File: config.mk
export PLATFORM = sky130hd
export DESIGN_NAME = clint_axi_router
export DESIGN_NICKNAME = d
export VERILOG_FILES = /design/src/rtl/clint_axi_pkg.sv /design/src/rtl/clint_axi_skid.sv /design/src/rtl/clint_axi_router.sv
export SDC_FILE = /design/constraint.sdc
export NUM_CORES = 1
export LEC_CHECK = 0
export BUFFER_PORTS_ARGS = -buffer_cell sky130_fd_sc_hd__buf_2
export CAP_MARGIN = 10
export CORE_AREA = 2 2 168 170
export DETAILED_ROUTE_END_ITERATION = 12
export DIE_AREA = 0 0 170 172
export SLEW_MARGIN = 5
export SYNTH_ARGS = -nofsm -noshare
export SYNTH_HDL_FRONTEND = slang
export SYNTH_HIERARCHICAL = 1
export SYNTH_SLANG_ARGS = --single-unit
File: constraint.sdc
create_clock -name aclk -period 6.5 [get_ports aclk]
set_input_delay 1.3 -clock aclk [delete_from_list [all_inputs] [get_ports aclk]]
set_output_delay 1.3 -clock aclk [all_outputs]
set_load 0.05 [all_outputs]
File: src/rtl/clint_axi_pkg.sv
// Shared types for the CLINT-side AXI4 router: response codes, decode targets,
// FSM state encodings and the address decode helper.
package clint_axi_pkg;

    localparam logic [1:0] AXI_RESP_OKAY   = 2'b00;
    localparam logic [1:0] AXI_RESP_EXOKAY = 2'b01;
    localparam logic [1:0] AXI_RESP_SLVERR = 2'b10;
    localparam logic [1:0] AXI_RESP_DECERR = 2'b11;

    typedef enum logic [1:0] {
        TGT_CLINT,
        TGT_MEM,
        TGT_ERR
    } target_e;

    typedef enum logic [1:0] {
        W_IDLE,
        W_ADDR,
        W_DATA,
        W_RESP
    } wstate_e;

    typedef enum logic [1:0] {
        R_IDLE,
        R_ADDR,
        R_DATA
    } rstate_e;

    // The CLINT window wins over the memory window if the two ever overlap.
    function automatic target_e decodeTarget(
        input logic [31:0] addr,
        input logic [31:0] clintBase,
        input logic [31:0] clintMask,
        input logic [31:0] memBase,
        input logic [31:0] memMask
    );
        if ((addr & clintMask) == clintBase) begin
            return TGT_CLINT;
        end else if ((addr & memMask) == memBase) begin
            return TGT_MEM;
        end else begin
            return TGT_ERR;
        end
    endfunction

endpackage

File: src/rtl/clint_axi_skid.sv
// One-entry valid/ready holding buffer; catches single-cycle response pulses
// from a downstream slave and presents them until the upstream master takes them.
module clint_axi_skid #(
    parameter int WIDTH = 2
) (
    input  logic             aclk,
    input  logic             areset,
    input  logic             i_inValid,
    input  logic [WIDTH-1:0] i_inData,
    output logic             o_inReady,
    output logic             o_outValid,
    output logic [WIDTH-1:0] o_outData,
    input  logic             i_outReady
);

    logic             r_held;
    logic [WIDTH-1:0] r_data;

    // A new entry may replace the held one in the same cycle it drains.
    assign o_inReady  = ~r_held | i_outReady;
    assign o_outValid = r_held;
    assign o_outData  = r_data;

    always_ff @(posedge aclk) begin
        if (areset) begin
            r_held <= 1'b0;
            r_data <= '0;
        end else if (i_inValid && o_inReady) begin
            r_held <= 1'b1;
            r_data <= i_inData;
        end else if (i_outReady) begin
            r_held <= 1'b0;
        end
    end

endmodule

File: src/rtl/clint_axi_router.sv
// 1-master / 2-slave AXI4 address router in front of the CLINT (m0) and memory (m1),
// with an internal DECERR responder and independent single-outstanding read/write paths.
module clint_axi_router
    import clint_axi_pkg::*;
#(
    parameter logic [31:0] CLINT_BASE = 32'h0200_0000,
    parameter logic [31:0] CLINT_MASK = 32'hFFFF_0000,
    parameter logic [31:0] MEM_BASE   = 32'h8000_0000,
    parameter logic [31:0] MEM_MASK   = 32'hF000_0000
) (
    input  logic        aclk,
    input  logic        areset,

    input  logic [31:0] i_s_awaddr,
    input  logic        i_s_awvalid,
    output logic        o_s_awready,
    input  logic [31:0] i_s_wdata,
    input  logic        i_s_wlast,
    input  logic        i_s_wvalid,
    output logic        o_s_wready,
    output logic [1:0]  o_s_bresp,
    output logic        o_s_bvalid,
    input  logic        i_s_bready,
    input  logic [31:0] i_s_araddr,
    input  logic        i_s_arvalid,
    output logic        o_s_arready,
    output logic [31:0] o_s_rdata,
    output logic [1:0]  o_s_rresp,
    output logic        o_s_rlast,
    output logic        o_s_rvalid,
    input  logic        i_s_rready,

    output logic [31:0] o_m0_awaddr,
    output logic        o_m0_awvalid,
    input  logic        i_m0_awready,
    output logic [31:0] o_m0_wdata,
    output logic        o_m0_wlast,
    output logic        o_m0_wvalid,
    input  logic        i_m0_wready,
    input  logic [1:0]  i_m0_bresp,
    input  logic        i_m0_bvalid,
    output logic        o_m0_bready,
    output logic [31:0] o_m0_araddr,
    output logic        o_m0_arvalid,
    input  logic        i_m0_arready,
    input  logic [31:0] i_m0_rdata,
    input  logic [1:0]  i_m0_rresp,
    input  logic        i_m0_rlast,
    input  logic        i_m0_rvalid,
    output logic        o_m0_rready,

    output logic [31:0] o_m1_awaddr,
    output logic        o_m1_awvalid,
    input  logic        i_m1_awready,
    output logic [31:0] o_m1_wdata,
    output logic        o_m1_wlast,
    output logic        o_m1_wvalid,
    input  logic        i_m1_wready,
    input  logic [1:0]  i_m1_bresp,
    input  logic        i_m1_bvalid,
    output logic        o_m1_bready,
    output logic [31:0] o_m1_araddr,
    output logic        o_m1_arvalid,
    input  logic        i_m1_arready,
    input  logic [31:0] i_m1_rdata,
    input  logic [1:0]  i_m1_rresp,
    input  logic        i_m1_rlast,
    input  logic        i_m1_rvalid,
    output logic        o_m1_rready
);

    wstate_e     r_wState, w_wNext;
    rstate_e     r_rState, w_rNext;
    target_e     r_wTgt, r_rTgt;
    target_e     w_awTgt, w_arTgt;
    logic [31:0] r_awAddr, r_arAddr;

    logic        w_awValid, w_wValid, w_bPhase, w_bOutReady;
    logic        w_arValid, w_rPhase, w_rOutReady;
    logic        w_awReadySel, w_wReadySel, w_bValidSel, w_arReadySel, w_rValidSel;
    logic [1:0]  w_bRespSel;
    logic [34:0] w_rBeatSel;
    logic        w_bReadyPre, w_bHeld, w_bInReady;
    logic [1:0]  w_bData;
    logic        w_rReadyPre, w_rHeld, w_rInReady;
    logic [34:0] w_rBufData;

    assign w_awTgt = decodeTarget(i_s_awaddr, CLINT_BASE, CLINT_MASK, MEM_BASE, MEM_MASK);
    assign w_arTgt = decodeTarget(i_s_araddr, CLINT_BASE, CLINT_MASK, MEM_BASE, MEM_MASK);

    always_ff @(posedge aclk) begin
        if (areset) begin
            r_wState <= W_IDLE;
            r_wTgt   <= TGT_CLINT;
            r_awAddr <= '0;
            r_rState <= R_IDLE;
            r_rTgt   <= TGT_CLINT;
            r_arAddr <= '0;
        end else begin
            r_wState <= w_wNext;
            r_rState <= w_rNext;
            if (r_wState == W_IDLE && i_s_awvalid) begin
                r_wTgt   <= w_awTgt;
                r_awAddr <= i_s_awaddr;
            end
            if (r_rState == R_IDLE && i_s_arvalid) begin
                r_rTgt   <= w_arTgt;
                r_arAddr <= i_s_araddr;
            end
        end
    end

    // Select the downstream handshake inputs belonging to the latched targets.
    assign w_awReadySel = (r_wTgt == TGT_CLINT) ? i_m0_awready : i_m1_awready;
    assign w_wReadySel  = (r_wTgt == TGT_CLINT) ? i_m0_wready  : i_m1_wready;
    assign w_bValidSel  = (r_wTgt == TGT_CLINT) ? i_m0_bvalid  : i_m1_bvalid;
    assign w_bRespSel   = (r_wTgt == TGT_CLINT) ? i_m0_bresp   : i_m1_bresp;
    assign w_arReadySel = (r_rTgt == TGT_CLINT) ? i_m0_arready : i_m1_arready;
    assign w_rValidSel  = (r_rTgt == TGT_CLINT) ? i_m0_rvalid  : i_m1_rvalid;
    assign w_rBeatSel   = (r_rTgt == TGT_CLINT) ? {i_m0_rdata, i_m0_rresp, i_m0_rlast}
                                                : {i_m1_rdata, i_m1_rresp, i_m1_rlast};

    always_comb begin
        w_wNext     = r_wState;
        o_s_awready = 1'b0;
        o_s_wready  = 1'b0;
        o_s_bvalid  = 1'b0;
        o_s_bresp   = AXI_RESP_OKAY;
        w_awValid   = 1'b0;
        w_wValid    = 1'b0;
        w_bPhase    = 1'b0;
        w_bOutReady = 1'b0;
        case (r_wState)
            W_IDLE: begin
                o_s_awready = ~areset;
                if (i_s_awvalid) begin
                    w_wNext = (w_awTgt == TGT_ERR) ? W_DATA : W_ADDR;
                end
            end
            W_ADDR: begin
                w_awValid = 1'b1;
                if (w_awReadySel) begin
                    w_wNext = W_DATA;
                end
            end
            W_DATA: begin
                w_bPhase   = 1'b1;
                o_s_wready = (r_wTgt == TGT_ERR) ? 1'b1 : w_wReadySel;
                w_wValid   = i_s_wvalid && (r_wTgt != TGT_ERR);
                if (i_s_wvalid && o_s_wready && i_s_wlast) begin
                    w_wNext = W_RESP;
                end
            end
            W_RESP: begin
                w_bPhase = 1'b1;
                if (r_wTgt == TGT_ERR) begin
                    o_s_bvalid = 1'b1;
                    o_s_bresp  = AXI_RESP_DECERR;
                    if (i_s_bready) begin
                        w_wNext = W_IDLE;
                    end
                end else begin
                    o_s_bvalid  = w_bHeld;
                    o_s_bresp   = w_bData;
                    w_bOutReady = i_s_bready;
                    if (w_bHeld && i_s_bready) begin
                        w_wNext = W_IDLE;
                    end
                end
            end
            default: w_wNext = W_IDLE;
        endcase
    end

    // The B buffer listens from the data phase on, so an early bvalid pulse is kept.
    assign w_bReadyPre = w_bPhase && !w_bHeld && (r_wTgt != TGT_ERR);

    clint_axi_skid #(.WIDTH(2)) u_bSkid (
        .aclk       (aclk),
        .areset     (areset),
        .i_inValid  (w_bValidSel && w_bReadyPre),
        .i_inData   (w_bRespSel),
        .o_inReady  (w_bInReady),
        .o_outValid (w_bHeld),
        .o_outData  (w_bData),
        .i_outReady (w_bOutReady)
    );

    always_comb begin
        w_rNext     = r_rState;
        o_s_arready = 1'b0;
        o_s_rvalid  = 1'b0;
        o_s_rdata   = '0;
        o_s_rresp   = AXI_RESP_OKAY;
        o_s_rlast   = 1'b0;
        w_arValid   = 1'b0;
        w_rPhase    = 1'b0;
        w_rOutReady = 1'b0;
        case (r_rState)
            R_IDLE: begin
                o_s_arready = ~areset;
                if (i_s_arvalid) begin
                    w_rNext = (w_arTgt == TGT_ERR) ? R_DATA : R_ADDR;
                end
            end
            R_ADDR: begin
                w_arValid = 1'b1;
                if (w_arReadySel) begin
                    w_rNext = R_DATA;
                end
            end
            R_DATA: begin
                if (r_rTgt == TGT_ERR) begin
                    o_s_rvalid = 1'b1;
                    o_s_rresp  = AXI_RESP_DECERR;
                    o_s_rlast  = 1'b1;
                    if (i_s_rready) begin
                        w_rNext = R_IDLE;
                    end
                end else begin
                    w_rPhase    = 1'b1;
                    o_s_rvalid  = w_rHeld;
                    o_s_rdata   = w_rBufData[34:3];
                    o_s_rresp   = w_rBufData[2:1];
                    o_s_rlast   = w_rBufData[0];
                    w_rOutReady = i_s_rready;
                    if (w_rHeld && i_s_rready && w_rBufData[0]) begin
                        w_rNext = R_IDLE;
                    end
                end
            end
            default: w_rNext = R_IDLE;
        endcase
    end

    assign w_rReadyPre = w_rPhase && w_rInReady;

    clint_axi_skid #(.WIDTH(35)) u_rSkid (
        .aclk       (aclk),
        .areset     (areset),
        .i_inValid  (w_rValidSel && w_rReadyPre),
        .i_inData   (w_rBeatSel),
        .o_inReady  (w_rInReady),
        .o_outValid (w_rHeld),
        .o_outData  (w_rBufData),
        .i_outReady (w_rOutReady)
    );

    // Steer strobes to the selected port only; shared payloads fan out to both.
    assign o_m0_awaddr  = r_awAddr;
    assign o_m1_awaddr  = r_awAddr;
    assign o_m0_awvalid = w_awValid && (r_wTgt == TGT_CLINT);
    assign o_m1_awvalid = w_awValid && (r_wTgt == TGT_MEM);
    assign o_m0_wdata   = i_s_wdata;
    assign o_m1_wdata   = i_s_wdata;
    assign o_m0_wlast   = i_s_wlast;
    assign o_m1_wlast   = i_s_wlast;
    assign o_m0_wvalid  = w_wValid && (r_wTgt == TGT_CLINT);
    assign o_m1_wvalid  = w_wValid && (r_wTgt == TGT_MEM);
    assign o_m0_bready  = w_bReadyPre && (r_wTgt == TGT_CLINT);
    assign o_m1_bready  = w_bReadyPre && (r_wTgt == TGT_MEM);
    assign o_m0_araddr  = r_arAddr;
    assign o_m1_araddr  = r_arAddr;
    assign o_m0_arvalid = w_arValid && (r_rTgt == TGT_CLINT);
    assign o_m1_arvalid = w_arValid && (r_rTgt == TGT_MEM);
    assign o_m0_rready  = w_rReadyPre && (r_rTgt == TGT_CLINT);
    assign o_m1_rready  = w_rReadyPre && (r_rTgt == TGT_MEM);

    logic w_unusedBInReady;
    assign w_unusedBInReady = w_bInReady;

endmodule

==> reports/results.ini, run 1 <==
[global_route]
grt_pass1_wl_mm = 27.77
grt_busiest_layer = met2
overflow = 0
use_met1_pct = 14.89
grt_pass1_vias = 5050
grt_use_met2_pct = 21.19
use_met3_pct = 3.090
antenna_found_initial = 0
grt_start_max_net_pins = 73
grtUsageTotal_pct = 12.28

[worst_setup_path]
cp_data_required_time_ns = 5.20
cp-end-kind = output pin
worst_setup_path_start_kind = flip-flop
worstPathMaxFanout = 72
endpoint = o_m0_rready
worstReg2RegEnd = u_rSkid/o_outData[7]
r2r_start = r_rTgt[0]
r2r_slack_ns = 2.89
r2r_cells = 10
worstSetupPathType = reg -> out
cp_data_arrival_time_ns = 3.11
crit_start = r_rTgt[0]

[finish]
fill_cells = 2985
final_common_cell = buf_2
nets = 1152
drive_gt1_share_pct = 45.95
finish.utilization_pct = 28.06
final_cell_mix = buf_2 (336), nand2_1 (137), dfxtp_1 (111)
antennaDiodeCount = 0
area_growth_pct = 19.37
postLayoutCellArea_um2 = 7711

[synth]
synthSimpleGateAreaFrac_pct = 20.18
synth_top_cell_area_share_pct = 34.40
synth_compound_area_share_pct = 18.19
synth.distinct_cells = 48
syn_area_per_cell_um2 = 8.250
ys_seq_elements = 111
synth_edf_count = 0
async_flop_share_pct = 0
synth_top_area_cell = dfxtp_1
synth-main-ff-cell = dfxtp_1
yosysWarnings = 6
ys_seq_area_share_pct = 34.40
synthMuxAreaShare_pct = 6.934
netlist_area_um2 = 6460
synthXorXnorAreaFrac_pct = 0
synth.net_count = 976
synth.top_cells.by_area = dfxtp_1 (34%), buf_4 (15%), nand2_1 (8.0%)
yosys.area_share.adder_pct = 0.9684
synth_top_family_by_area = simple AND/OR/NAND/NOR gates
syn_inst = 783

[die]
ioPinCount = 434
die-area_um2 = 29240
start_util_pct = 23.51
fp-row-count = 61
fp.dieH_um = 172
core_um2 = 27480
die_x_um = 170

[timing]
slew_headroom_pct = 23.64
post-route-period-util_pct = 67.89
maxSlewViolCount = 0
post-route-min-period_ns = 4.413
worstMarginPinSlew_ns = 1.143
rsz0062_at_grt = false
max_freq_mhz = 226.6
final_hold_viol_count = 0
setup_viol = 0
fin_skew_ns = 0.009212
finalSetupTns_ns = 0
postLayoutSetupSlackWorst_ns = 2.087

[power]
switchingPower_w = 0.001048
ir_drop_mv = 0.1176
p_leak_nw = 3.618
p_total_w = 0.002328
combPwrFrac_pct = 41.5
clkPwrFrac_pct = 23.7
p_int_w = 0.001279
p_sw_share_pct = 45.04
seqPwrFrac_pct = 34.8
power_density_nw_per_um2 = 301.9

[place]
buffer_ports.inserted = 337
dpl.hpwl_mm = 14.44
place.gp.congestion = 0.7726
dpl_cell_area_um2 = 7431
place_ws_ns = 2.136

[detailed_routing]
vias = 5632
first_pass_iters = 6
drt_wl_total_mm = 19.13
wl_per_cell_um = 14.60
detail-route-antenna-nets = 0
drcViolationCount = 0
first_iter_violations = 297
routed_via_density = 4.299

[job]
drv_cap = 0

[clock_network]
cts_buffer_depth = 2
cts_tree = done
cts.clk_slew.worst_paths_ns = 0.08
post_cts_buffers = 0
hold_buffers = 0
clock_sinks = 111
cts_made_buffers = 9
post_cts_resized = 0
cts_root_buf = clkbuf_16
clk_latency_ns = 0.35
cts_max_level = 3

[worst_hold_path]
hp-class = reg -> reg

[run_status]
status = finished, final reports clean

## state kept, by name, summed over array words and instances (netlist names)
signal,flops
u_bSkid/o_outData,2
r_rState,2
r_wTgt,2
u_rSkid/o_outData,35
u_rSkid/o_outValid,1
o_m0_awaddr,32
u_bSkid/o_outValid,1
r_wState,2
o_m0_araddr,32
r_rTgt,2
## logic make-up after synthesis
group                      count (synthesis)
and+or+nand+nor                          280
buffers and inverters                    186
AOI/OAI and AO/OA                        161
DFF                                      111
muxes                                     40
adders and majority gates                  5
## metrics by stage
stage | hold slack, ns | instances
final | 0.4690 | 1310
after global routing | 0.4885 | 1310
after CTS | 0.4720 | 1310
after detailed placement | 0.4595 | 1294
after global placement | 0.4530 | 1294
after floorplan | 0.5037 | 783
## worst max-delay path, cell delays in order, from the launching register on
cell and delay, ns:
dfxtp_1 0.49, nor2b_1 0.18, nor2_2 0.12, buf_4 0.28, and2_1 0.17, nand2b_4 0.61, nand2_1 0.25, nor3_1 0.31
buf_2 0.33
## power groups by stage
stage	sequential, W	clock (W)	combinational, W
after floorplan	0.000980	0	0.000740
after global placement	0.000823	0	0.000966
after detailed placement	0.000825	0	0.000969
after CTS	0.000811	0.000584	0.000970
after global routing	0.000820	0.000614	0.00103
final	0.000810	0.000552	0.000966
## routing by layer
metal	share of wire (%)	routed length (µm)
met1	43	8257
met2	48	9215
met3	6.8	1301
met4	1.9	356
met5	0	0
## cell type report
type / instances / area (µm²) / area share (%)
Clock buffer: 10 / 229.0 / 2.969
Tap cell: 346 / 432.9 / 5.614
Sequential cell: 111 / 2222 / 28.82
Multi-Input combinational cell: 486 / 3008 / 39.01
Timing Repair Buffer: 344 / 1742 / 22.59
Clock inverter: 6 / 51.30 / 0.6653
Inverter: 7 / 26.28 / 0.3407
## cell usage after synthesis (3+ instances only)
| cell type | number |
|---|---|
| nand2_1 | 137 |
| buf_6 | 6 |
| nor4_1 | 4 |
| mux2_2 | 38 |
| ha_1 | 5 |
| buf_1 | 3 |
| nand2b_1 | 6 |
| a21oi_1 | 73 |
| a21bo_1 | 35 |
| buf_2 | 13 |
| buf_4 | 130 |
| and2_1 | 36 |
| dfxtp_1 | 111 |
| nand3_1 | 40 |
| inv_1 | 7 |
| a21oi_2 | 33 |
| nor2_1 | 31 |
| nor2b_1 | 5 |
| clkbuf_1 | 26 |
| nor3_1 | 9 |
## worst min path at each step
stage	endpoint	depth (start not counted)	slack, ns	startpoint
floorplan	r_rTgt[0]	2	0.50	r_rTgt[0]
global placement	o_m0_awaddr[23]	2	0.45	o_m0_awaddr[23]
detailed placement	o_m0_awaddr[25]	2	0.46	o_m0_awaddr[25]
CTS	o_m0_awaddr[25]	2	0.47	o_m0_awaddr[25]
global route	o_m0_awaddr[7]	2	0.49	o_m0_awaddr[7]
finish	o_m0_awaddr[25]	2	0.47	o_m0_awaddr[25]
Power figures use the tool's default switching activity.
==> run 2, diff against run 1 <==
- clock period: 6.5 -> 4.4 ns (I/O delays scaled with it)
==> run 2 against run 1 <==
  * Worst setup slack got worse by 0.87 ns
  * Final area rose by 0.67%
  * Final cell count rose by 0.23%
  * Sequential power rose by 48%
  * Register-to-register slack got worse by 0.98 ns
  * Clock skew fell by 0.00051 ns
  * Combinational power rose by 51%
  * Clock power rose by 47%
  * Worst hold slack got worse by 0.0024 ns
  * Die area did not move
  * Routed wire length rose by 1.3%
  * Power rose by 49%
  * Largest cell class unchanged
  * Largest power group unchanged
==> reports/results.ini, run 2 (synthesis gave the netlist of run 1 again) <==
[timing]
fin_skew_ns = 0.008700  ; was 0.009212 ns
slew_headroom_pct = 53.21  ; was 23.64%
post-route-min-period_ns = 3.186
setup_viol = 0  ; unchanged
post-route-period-util_pct = 72.40
maxSlewViolCount = 0  ; unchanged
rsz0062_at_grt = false  ; unchanged
finalSetupTns_ns = 0  ; unchanged
worstMarginPinSlew_ns = 0.7018  ; was 1.143 ns
final_hold_viol_count = 0  ; unchanged
max_freq_mhz = 313.9

[power]
ir_drop_mv = 0.1865  ; was 0.1176 mV
power_density_nw_per_um2 = 446.4  ; was 301.9 nW/µm²
p_total_w = 0.003465  ; was 0.002328 W
p_leak_nw = 3.644  ; was 3.618 nW

[global_route]
antenna_found_initial = 0  ; unchanged
grt_pass1_vias = 5132  ; was 5050
grtUsageTotal_pct = 12.44  ; was 12.28%
grt_start_max_net_pins = 72  ; was 73
overflow = 0  ; unchanged
grt_pass1_wl_mm = 28.19  ; was 27.77 mm

[finish]
final_common_cell = buf_2  ; unchanged
fill_cells = 2967  ; was 2985
area_growth_pct = 20.16  ; was 19.37%
drive_gt1_share_pct = 46.23  ; was 45.95%
final_cell_mix = buf_2 (336), nand2_1 (137), dfxtp_1 (111)  ; unchanged
fin_cells = 1313  ; was 1310
largest_register_ffs = 35  ; unchanged
nets = 1156  ; was 1152
antennaDiodeCount = 0  ; unchanged

[place]
place.gp.congestion = 0.7969  ; was 0.7726
dpl.hpwl_mm = 14.63  ; was 14.44 mm
dpl.cell_count = 1297  ; was 1294
buffer_ports.inserted = 337  ; unchanged

[clock_network]
cts_max_level = 3  ; unchanged
cts.clk_slew.worst_paths_ns = 0.08  ; about the same
post_cts_buffers = 0  ; unchanged
hold_buffers = 0  ; unchanged
cts_buffer_depth = 2  ; unchanged
clock_sinks = 111  ; unchanged
cts_tree = done  ; unchanged
post_cts_resized = 0  ; unchanged
cts_root_buf = clkbuf_16  ; unchanged
cts_made_buffers = 9  ; unchanged
clk_latency_ns = 0.35  ; about the same

[die]
start_util_pct = 23.51  ; unchanged
ioPinCount = 434  ; unchanged
fp-row-count = 61  ; unchanged
core_um2 = 27480  ; unchanged
die-area_um2 = 29240  ; unchanged
die_x_um = 170  ; unchanged
fp.dieH_um = 172  ; unchanged

[worst_setup_path]
crit_path_cell_trace = nor2b_1 -> nor2_2 -> buf_4 -> nand2_1 -> nor3_1 -> buf_2  ; was nor2b_1 -> nor2_2 -> buf_4 -> and2_1 -> nand2b_4 -> nand2_1 -> nor3_1 -> buf_2
cp_data_arrival_time_ns = 2.31  ; was 3.11 ns
cp_slowest_cell = dfxtp_1  ; was nand2b_4
r2r_cells = 8  ; was 10
cp-end-kind = output pin  ; unchanged
cp_data_required_time_ns = 3.52  ; was 5.20 ns
worst_setup_path_start_kind = flip-flop  ; unchanged
worstSetupPathType = reg -> out  ; unchanged
cpPeakStageDelay_ns = 0.48  ; was 0.61 ns
worstPathMaxFanout = 33  ; was 72

[detailed_routing]
drt_wl_total_mm = 19.38  ; was 19.13 mm
drcViolationCount = 0  ; unchanged
wl_per_cell_um = 14.76  ; was 14.60 µm
first_pass_iters = 5  ; was 6
first_iter_violations = 231  ; was 297
vias = 5657  ; was 5632
detail-route-antenna-nets = 0  ; unchanged
routed_via_density = 4.308  ; was 4.299

[job]
drv_cap = 0  ; unchanged

[worst_hold_path]
hp-class = reg -> reg  ; unchanged
holdPathStages = 2  ; unchanged

[run_status]
status = finished, final reports clean  ; unchanged

## run 2: changes by cell type in the layout (fill, tap and decap cells not counted)
cell      previous run  this run
buf_16               0         1
clkinv_8             0         1
clkinv_4             1         2
clkbuf_1             1         0
inv_8                1         0
inv_6                3         2
buf_4                8        11
## run 2: metal layers
layer  wire length [µm]  global-route usage (%)
met5                  0                       0
met4                237                   3.605
met3               1408                   3.296
met2               9338                   22.01
met1               8392                   14.81
## run 2: layout make-up
cell class                      count  area (µm²)  share of cell area (%)
Clock buffer                        9       225.2                   2.901
Inverter                            7       26.28                  0.3385
Timing Repair Buffer              348        1792                   23.08
Tap cell                          346       432.9                   5.577
Multi-Input combinational cell    486        3008                   38.75
Sequential cell                   111        2222                   28.63
Clock inverter                      6       56.30                  0.7253
## run 2: path summary, 6_finish.rpt
kind	to	slack (ns)	start
setup reg to reg	u_rSkid/o_outData[31]	1.91	r_rTgt[0]
hold reg to reg	o_m0_awaddr[19]	0.47	o_m0_awaddr[19]
setup / recovery	o_m0_rready	1.21	r_rTgt[0]
hold / removal	o_m0_awaddr[19]	0.47	o_m0_awaddr[19]
## run 2: worst max-delay path: cells and delay by family, from the launching register on
| kind | cells | cell delay (ns) |
|---|---|---|
| and+or+nand+nor | 4 | 0.83 |
| DFF | 1 | 0.48 |
| buffers and inverters | 2 | 0.64 |
## run 2: power by group
part | leakage, nW | internal [W] | switching [W]
registers | 0.907 | 0.00111 | 0.0000839
clock network | 0.139 | 0.000393 | 0.000420
logic | 2.60 | 0.000400 | 0.00106
## run 2: through the flow
| step | hold slack [ns] | cell area [µm²] | utilization (%) | worst slack (ns) |
|---|---|---|---|---|
| floorplan | 0.5037 | 6460 | - | 0.9834 |
| global placement | 0.4530 | 7453 | 27.13 | 1.488 |
| detailed placement | 0.4566 | 7453 | 27.13 | 1.463 |
| CTS | 0.4689 | 7735 | 28.15 | 1.096 |
| global route | 0.4894 | 7762 | 28.25 | 0.9837 |
| finish | 0.4666 | 7762 | 28.25 | 1.214 |
